$ cat src/rtl/div_seq_pkg.sv
// div_seq_pkg: shared DIV opcode and divider state encodings for the 2432 execute stage
package div_seq_pkg;
    localparam logic [5:0] OP_DIV = 6'h1b;
    typedef enum logic [1:0] {
        DIV_IDLE = 2'd0,
        DIV_CALC = 2'd1,
        DIV_FIX  = 2'd2,
        DIV_DONE = 2'd3
    } div_state_e;
endpackage

$ cat src/rtl/div_step.sv
// div_step: one combinational restoring-division iteration
module div_step
    import div_seq_pkg::*;
#(
    parameter int WIDTH = 32
) (
    input  logic [WIDTH-1:0] prem,
    input  logic             msb,
    input  logic [WIDTH-1:0] divisor,
    output logic [WIDTH-1:0] prem_next,
    output logic             qbit
);
    logic [WIDTH:0] shifted;
    logic [WIDTH:0] trial;
    // the full partial remainder is shifted so divisors above 2^(WIDTH-1) still divide correctly
    always_comb begin
        shifted   = {prem, msb};
        trial     = shifted - {1'b0, divisor};
        qbit      = ~trial[WIDTH];
        prem_next = qbit ? trial[WIDTH-1:0] : shifted[WIDTH-1:0];
    end
endmodule

$ cat src/rtl/div_seq.sv
// div_seq: multi-cycle signed/unsigned restoring divider, one quotient bit per clock
module div_seq
    import div_seq_pkg::*;
#(
    parameter int WIDTH = 32
) (
    input  logic             clk,
    input  logic             reset,
    input  logic             start,
    input  logic             signed_op,
    input  logic [WIDTH-1:0] din_a,
    input  logic [WIDTH-1:0] din_b,
    output logic             busy,
    output logic             done,
    output logic [WIDTH-1:0] quotient,
    output logic [WIDTH-1:0] remainder,
    output logic             dbz,
    output logic             vout
);
    localparam int CW = $clog2(WIDTH);
    localparam logic [WIDTH-1:0] MOST_NEG = {1'b1, {(WIDTH-1){1'b0}}};

    div_state_e state_q, state_d;
    logic [CW-1:0] count_q, count_d;
    logic [WIDTH-1:0] dvd_q, dvd_d, dvs_q, dvs_d, prem_q, prem_d;
    logic [WIDTH-1:0] quo_q, quo_d, rem_q, rem_d;
    logic qneg_q, qneg_d, rneg_q, rneg_d, ovf_q, ovf_d;
    logic dbz_q, dbz_d, vout_q, vout_d;
    logic [WIDTH-1:0] prem_nx;
    logic qbit;

    div_step #(.WIDTH(WIDTH)) u_step (
        .prem      (prem_q),
        .msb       (dvd_q[WIDTH-1]),
        .divisor   (dvs_q),
        .prem_next (prem_nx),
        .qbit      (qbit)
    );

    always_comb begin
        state_d = state_q;
        count_d = count_q;
        dvd_d   = dvd_q;
        dvs_d   = dvs_q;
        prem_d  = prem_q;
        quo_d   = quo_q;
        rem_d   = rem_q;
        qneg_d  = qneg_q;
        rneg_d  = rneg_q;
        ovf_d   = ovf_q;
        dbz_d   = dbz_q;
        vout_d  = vout_q;
        case (state_q)
            DIV_IDLE: if (start) begin
                qneg_d  = signed_op & (din_a[WIDTH-1] ^ din_b[WIDTH-1]);
                rneg_d  = signed_op & din_a[WIDTH-1];
                ovf_d   = signed_op & (din_a == MOST_NEG) & (din_b == '1);
                dvd_d   = (signed_op & din_a[WIDTH-1]) ? -din_a : din_a;
                dvs_d   = (signed_op & din_b[WIDTH-1]) ? -din_b : din_b;
                prem_d  = '0;
                count_d = CW'(WIDTH - 1);
                state_d = (din_b == '0) ? DIV_DONE : DIV_CALC;
                if (din_b == '0) begin
                    quo_d  = '1;
                    rem_d  = din_a;
                    dbz_d  = 1'b1;
                    vout_d = 1'b0;
                end
            end
            DIV_CALC: begin
                prem_d  = prem_nx;
                dvd_d   = {dvd_q[WIDTH-2:0], qbit};
                count_d = (count_q == '0) ? count_q : count_q - 1'b1;
                state_d = (count_q == '0) ? DIV_FIX : DIV_CALC;
            end
            DIV_FIX: begin
                quo_d   = qneg_q ? -dvd_q : dvd_q;
                rem_d   = rneg_q ? -prem_q : prem_q;
                dbz_d   = 1'b0;
                vout_d  = ovf_q;
                state_d = DIV_DONE;
            end
            default: state_d = DIV_IDLE;
        endcase
    end

    always_ff @(posedge clk) begin
        if (reset) begin
            state_q <= DIV_IDLE;
            count_q <= '0;
            dvd_q   <= '0;
            dvs_q   <= '0;
            prem_q  <= '0;
            quo_q   <= '0;
            rem_q   <= '0;
            qneg_q  <= 1'b0;
            rneg_q  <= 1'b0;
            ovf_q   <= 1'b0;
            dbz_q   <= 1'b0;
            vout_q  <= 1'b0;
        end else begin
            state_q <= state_d;
            count_q <= count_d;
            dvd_q   <= dvd_d;
            dvs_q   <= dvs_d;
            prem_q  <= prem_d;
            quo_q   <= quo_d;
            rem_q   <= rem_d;
            qneg_q  <= qneg_d;
            rneg_q  <= rneg_d;
            ovf_q   <= ovf_d;
            dbz_q   <= dbz_d;
            vout_q  <= vout_d;
        end
    end

    assign busy      = (state_q == DIV_CALC) || (state_q == DIV_FIX);
    assign done      = (state_q == DIV_DONE);
    assign quotient  = quo_q;
    assign remainder = rem_q;
    assign dbz       = dbz_q;
    assign vout      = vout_q;
endmodule

$ cat config.mk
export PLATFORM = sky130hd
export DESIGN_NAME = div_seq
export DESIGN_NICKNAME = d
export VERILOG_FILES = /design/src/rtl/div_seq_pkg.sv /design/src/rtl/div_step.sv /design/src/rtl/div_seq.sv
export SDC_FILE = /design/constraint.sdc
export NUM_CORES = 1
export LEC_CHECK = 0
export ABC_AREA = 0
export CELL_PAD_IN_SITES_DETAIL_PLACEMENT = 0
export CELL_PAD_IN_SITES_GLOBAL_PLACEMENT = 1
export CORE_MARGIN = 10
export CORE_UTILIZATION = 30
export DETAILED_ROUTE_END_ITERATION = 10
export GPL_TIMING_DRIVEN = 0
export PLACE_DENSITY_LB_ADDON = 0.05
export SETUP_SLACK_MARGIN = 0.02
export SLEW_MARGIN = 20
export SYNTH_ARGS = -nofsm -noshare
export SYNTH_HDL_FRONTEND = slang
export SYNTH_SLANG_ARGS = --single-unit
export TNS_END_PERCENT = 30
$ cat constraint.sdc
create_clock -name clk -period 3.81 [get_ports clk]
set_input_delay 0.5715 -clock clk [delete_from_list [all_inputs] [get_ports clk]]
set_output_delay 0.5715 -clock clk [all_outputs]
set_load 0.02 [all_outputs]
# Word level (Yosys, flattened, before mapping)
# Cells that the tools add are included.
[classes]
n_reduce_logical = 10
mux = 28
bitwise_logic = 7
n_addsub = 6
eq_ne = 8
[ops]
columns = ["operator", "n"]
rows = [
  ["32-bit two-way mux", 11],
  ["32-bit one-hot mux with 2 select lines", 4],
  ["32-bit negation", 4],
  ["32-bit equality test (second input constant)", 2],
  ["33-bit by 32-bit subtractor with 33-bit output", 1],
  ["32-bit logical NOT", 1],
  ["5-bit two-way mux", 2],
  ["5-bit one-hot mux with 2 select lines", 1],
  ["2-bit two-way mux", 3],
  ["2-bit != test (second input constant)", 3],
  ["2-bit one-hot mux with 3 select lines", 1],
  ["3-bit AND reduction", 2],
  ["1-bit bitwise AND", 5],
  ["5-bit logical NOT", 1],
  ["5-bit by 1-bit subtractor with 5-bit output (second input constant)", 1],
  ["2-bit equality test (second input constant)", 2],
  ["1-bit two-way mux", 4],
  ["1-bit one-hot mux with 2 select lines", 2],
  ["2-bit AND reduction", 2],
  ["2-bit nonzero test", 2],
  ["2-bit by 1-bit equality test with 1-bit output (second input constant)", 1],
  ["2-bit logical NOT", 1],
  ["1-bit logical OR", 1],
  ["1-bit NOT", 1],
  ["1-bit XOR", 1],
]
[totals]
ff_bits = 172
in_bits = 68
elab_cells = 71

# Logic depth before layout (Yosys ltp)
[logic_depth]
word_depth = 4
ltp_mapped = 12

# By module
# Synthesis repeated with hierarchy kept, for this count alone.
[unflattened]
hier_cells = 1483
hier_area_um2 = 11797.6
[by_module_without_submodules]
columns = ["mod", "area_per_inst_um2", "seq_area_each_um2", "n_inst", "cells_per_inst"]
rows = [
  ["div_seq", 9439.1, 3443.3, 1, 1178],
  ["div_step", 2358.5, 0.0, 1, 305],
]

# Worst setup path after synthesis
# Ideal clock, no wire load.
[synth_timing]
path_type = "input -> register"
start = "input din_a[8]"
end = "register dvd_q[24]"
setup_time_ns = 0.070
n_path_buf = 1
cell_stages = 9
arrival_ns = 3.011
required_time_ns = 3.740
slack_ns = 0.728
path_cell_list = "or4_1 > or4_1 > clkbuf_1 > nor4b_1 > a21oi_1 > xnor2_1 > o21ai_0 > nand2_1 > a21oi_1"
[synth_between]
elab_chain_cells = 4
[synth_lines]
columns = ["element", "line", "source"]
rows = [
  ["from (decl)", "div_seq.sv:11", "input logic [WIDTH-1:0] din_a,"],
  ["32-bit negation", "div_seq.sv:58", "dvd_d = (signed_op & din_a[WIDTH-1]) ? -din_a : din_a;"],
  ["32-bit two-way mux", "div_seq.sv:58", ""],
  ["32-bit two-way mux", "div_seq.sv:54", "DIV_IDLE: if (start) begin"],
  ["32-bit one-hot mux with 2 select lines", "div_seq.sv:53", "case (state_q)"],
  ["to (signal assigned)", "div_seq.sv:104", "dvd_q <= dvd_d;"],
  ["to (decl)", "div_seq.sv:25", "logic [WIDTH-1:0] dvd_q, dvd_d, dvs_q, dvs_d, prem_q, prem_d;"],
]
# No other way between the ends. The select of a mux whose other input is x is not followed.
# A chain may end at the register's enable or synchronous reset.

# Worst setup path after layout
[layout_timing]
start = "register dvs_q[29]"
end = "register prem_q[30]"
[layout_between]
elab_chain_cells = 3
[layout_lines]
columns = ["element", "line", "source"]
rows = [
  ["from (decl)", "div_seq.sv:25", ""],
  ["from (signal assigned)", "div_seq.sv:105", "dvs_q <= dvs_d;"],
  ["33-bit by 32-bit subtractor with 33-bit output", "div_step.sv:18", "trial = shifted - {1'b0, divisor};"],
  ["32-bit two-way mux", "div_step.sv:20", "prem_next = qbit ? trial[WIDTH-1:0] : shifted[WIDTH-1:0];"],
  ["32-bit one-hot mux with 2 select lines", "div_seq.sv:53", ""],
  ["to (signal assigned)", "div_seq.sv:106", "prem_q <= prem_d;"],
  ["to (decl)", "div_seq.sv:25", ""],
]
# No other way between the ends.

==> reports/results.txt <==
GP Congestion = 0.8673
hold path depth = 2
Skew-Pair Late Insertion Delay = 0.45 ns
Worst-path clk slew = 0.07 ns
Hold Crit Class = register to register
count of input and output buffers = 132
peak supply drop = 0.2681 mV
net switching power = 1.818 mW
Logic pwr share = 28.2%
worst r2r src = dvs_q[29]
Wirelength per Cell = 21.81 um
worst-path fanout max = 10
Synth area leaders = dfxtp_1, nand2_1, a21oi_1
initial antenna violation count = 0
Clk Tree Root Cell = clkbuf_16
setup tns final = 0 ns
R2R cell count = 12
top cell type's share of synthesized area = 30.33%
CP max stage cell = xnor2_2
hold path endpoint = ovf_q
clock network fraction of design power = 31.3%
Cell variety after synth = 64
cell taking the most area after synthesis = dfxtp_1
synthesized flop and latch total = 172
RSZ-0062 raised after global routing = yes
FF+latch area = 0.003443 mm2
Synth Area in XOR/XNOR = 10.65%
Synth Cell Area = 0.01135 mm2
post-layout instance area = 0.01390 mm2
CP dominant cell by count = a21o_1
switch share = 35.93%
dpl hpwl = 38,590 um
multiplexer share of the synthesized area = 0.4408%
MaxCap Viol Count = 0
Layout Skew = 0.01613 ns
row cnt = 71
area grow syn2layout = 22.43%
Max Freq = 270.7 MHz
CTS tree = done
Fin. Hold Viols = 0
EDFF count, synth = 0
post-layout util = 37.08%
initial DRC count = 704
H-tree depth = 4
Post-DRT Antenna Nets = 0
Initial Utilization = 30.29%
Routed WL = 47,550 um
global route total overflow = 0
Worst R2R End = prem_q[30]
run status = finished, final reports clean
yosys synthesis warning count = 0
CP Capture Type = register
fillcell total = 4,100
hold_sp = ovf_q
Final Cycle Share = 96.94%
Die Ht = 214.5 um
Synth Area in Compound Gates = 25.85%
vias in the first global route = 11,440
fraction of layout cells with a size suffix above 1 = 3.715%
setup slack at placement = -0.5899 ns
ys flop type = dfxtp_1
routed vias = 11,680
most common cell in the netlist = nand2_1
WP data required = 4.18 ns
Synth Net Count = 1,617
cell-internal power = 3.242 mW
Tot GR Track Use = 20.31%
Slew @ Worst Pin = 1.106 ns
# setup viols final = 0
placed cells = 2,151
Non-Filler Instances = 2,180
Gate Count Post-Synth = 1,506
commonest cells in the netlist = nand2_1, dfxtp_1, a21oi_1, nor2_1, clkbuf_1
pwr dens = 364.1 mW/mm2
sinks on the clock net = 172
clk buf depth = 2
Slew headroom = 25.60%
Lkg Pwr = 5.055 nW
Arr. time, crit path = 4.06 ns
sequential share of the synthesized area = 30.33%
Top Ports = 136
ANT cells = 0
kind of critical path = register to register
CTS buffer count = 17
die width = 214.5 um
Residual DRC = 0
Syn Area/Cell = 7.539 um2
post-place instance area = 0.01335 mm2
combinational family with the most area after synthesis = compound AO/OA/AOI/OAI gates
die area = 0.04603 mm2
multi-input logic area = 0.007370 mm2
nets@finish = 1,772
critical path, cell by cell = inv_1, ha_1, clkbuf_1, a21o_1, a21o_1, a21o_1, or3_1, o31a_1, xnor2_2, clkbuf_2, nand3_1, o21ai_0
Slew Viols, Final = 0
via-per-instance ratio = 5.357
critical path startpoint category = register
largest net degree at the start of global routing = 17
first-pass GRT wire length = 72,860 um
Final Worst Setup Slack = 0.1165 ns
Post-synth ARST share = 0%
max incr delay on CP = 0.60 ns
Synth Area in Simple Gates = 22.64%
post-synthesis adder-cell area fraction = 4.805%
Core ar. = 0.03749 mm2
DR pass1 iterations = 5
min cycle time layout = 3.694 ns
R2R setup slack = 0.12 ns
Reg power frac = 40.5%
[cell families after synthesis]
logic type / after synthesis
AOI/OAI and AO/OA: 447
DFF: 172
and+or+nand+nor: 543
buffers and inverters: 158
adders and majority gates: 43
xor gates and xnor gates: 138
muxes: 5
[flip-flops by register name (all words and copies together), names as in the netlist, 2 cells and up]
name / cells
dvd_q: 32
count_q: 5
quotient: 32
state_q: 2
dvs_q: 32
prem_q: 32
remainder: 32
[power by group through the flow]
stage | clock network, mW | logic (mW) | registers (mW)
after CTS | 1.61 | 1.43 | 2.05
after global placement | 0 | 1.42 | 2.09
after floorplan | 0 | 0.930 | 2.04
after detailed placement | 0 | 1.42 | 2.09
after global routing | 1.69 | 1.59 | 2.07
final | 1.58 | 1.43 | 2.05
[cell type report]
type                       count  share of cell area (%)
clock inverter                 7                  0.3601
tap                          511                   4.600
sequential                   172                   24.77
timing repair buffer         136                   9.731
inverter                      58                   1.566
clock buffer                  20                   3.142
multi-input combinational   1176                   53.02
buffer                       100                   2.809
[worst max-delay path by stage]
| stage | start | end | slack [ns] | cells past startpoint |
|---|---|---|---|---|
| after detailed placement | din_b[2] | remainder[30] | -0.59 | 10 |
| after floorplan | din_a[8] | dvd_q[24] | 0.73 | 9 |
| after global placement | din_a[6] | dvd_q[24] | -1.02 | 10 |
| after CTS | dvd_q[31] | prem_q[10] | 0.05 | 12 |
| final | dvs_q[29] | prem_q[30] | 0.12 | 12 |
| after global routing | dvs_q[29] | prem_q[30] | -0.03 | 12 |
[what timing repair did]
action | in CTS | in global routing
setup buffers | 0 | 2
hold buffers | 0 | 0
pin swaps | 0 | 2
setup endpoints to repair | 27 | 98
gates resized for setup | 5 | 12
[through the flow]
step,hold WS [ns],total power [mW]
final,0.4586,5.060
after global routing,0.4775,5.347
after CTS,0.4558,5.091
after detailed placement,0.4464,3.513
after global placement,0.4465,3.513
after floorplan,0.4319,2.973
[worst max-delay path, delay by kind of cell (launching register included)]
kind            cells  cell delay, ns
compound gates      5            1.11
buf+inv             3            0.84
xor+xnor            1            0.60
simple gates        2            0.47
flops               1            0.31
fa+ha+maj           1            0.27
[cell usage in the layout (no fill, tap or decap), types with 39 or more instances in the layout]
cell type / netlist / layout
nand2_1: 188 / 188
dfxtp_1: 172 / 172
a21oi_1: 135 / 135
clkdlybuf4s50_1: 0 / 132
nor2_1: 123 / 123
clkbuf_1: 89 / 86
o21ai_0: 79 / 79
nand3_1: 71 / 71
xnor2_1: 71 / 70
xor2_1: 67 / 67
inv_1: 58 / 58
ha_1: 42 / 42
a211oi_1: 40 / 39
[layer usage]
layer / share of wire (%) / track usage [%] / routed length [um] / up-vias
li1: - / - / - / 5755
met1: 45 / 25.48 / 21330 / 5655
met2: 49 / 35.33 / 23500 / 227
met3: 3.1 / 2.652 / 1486 / 41
met4: 2.6 / 6.263 / 1236 / 0
met5: 0 / 0 / 0 / -
Power figures use the tool's default switching activity.
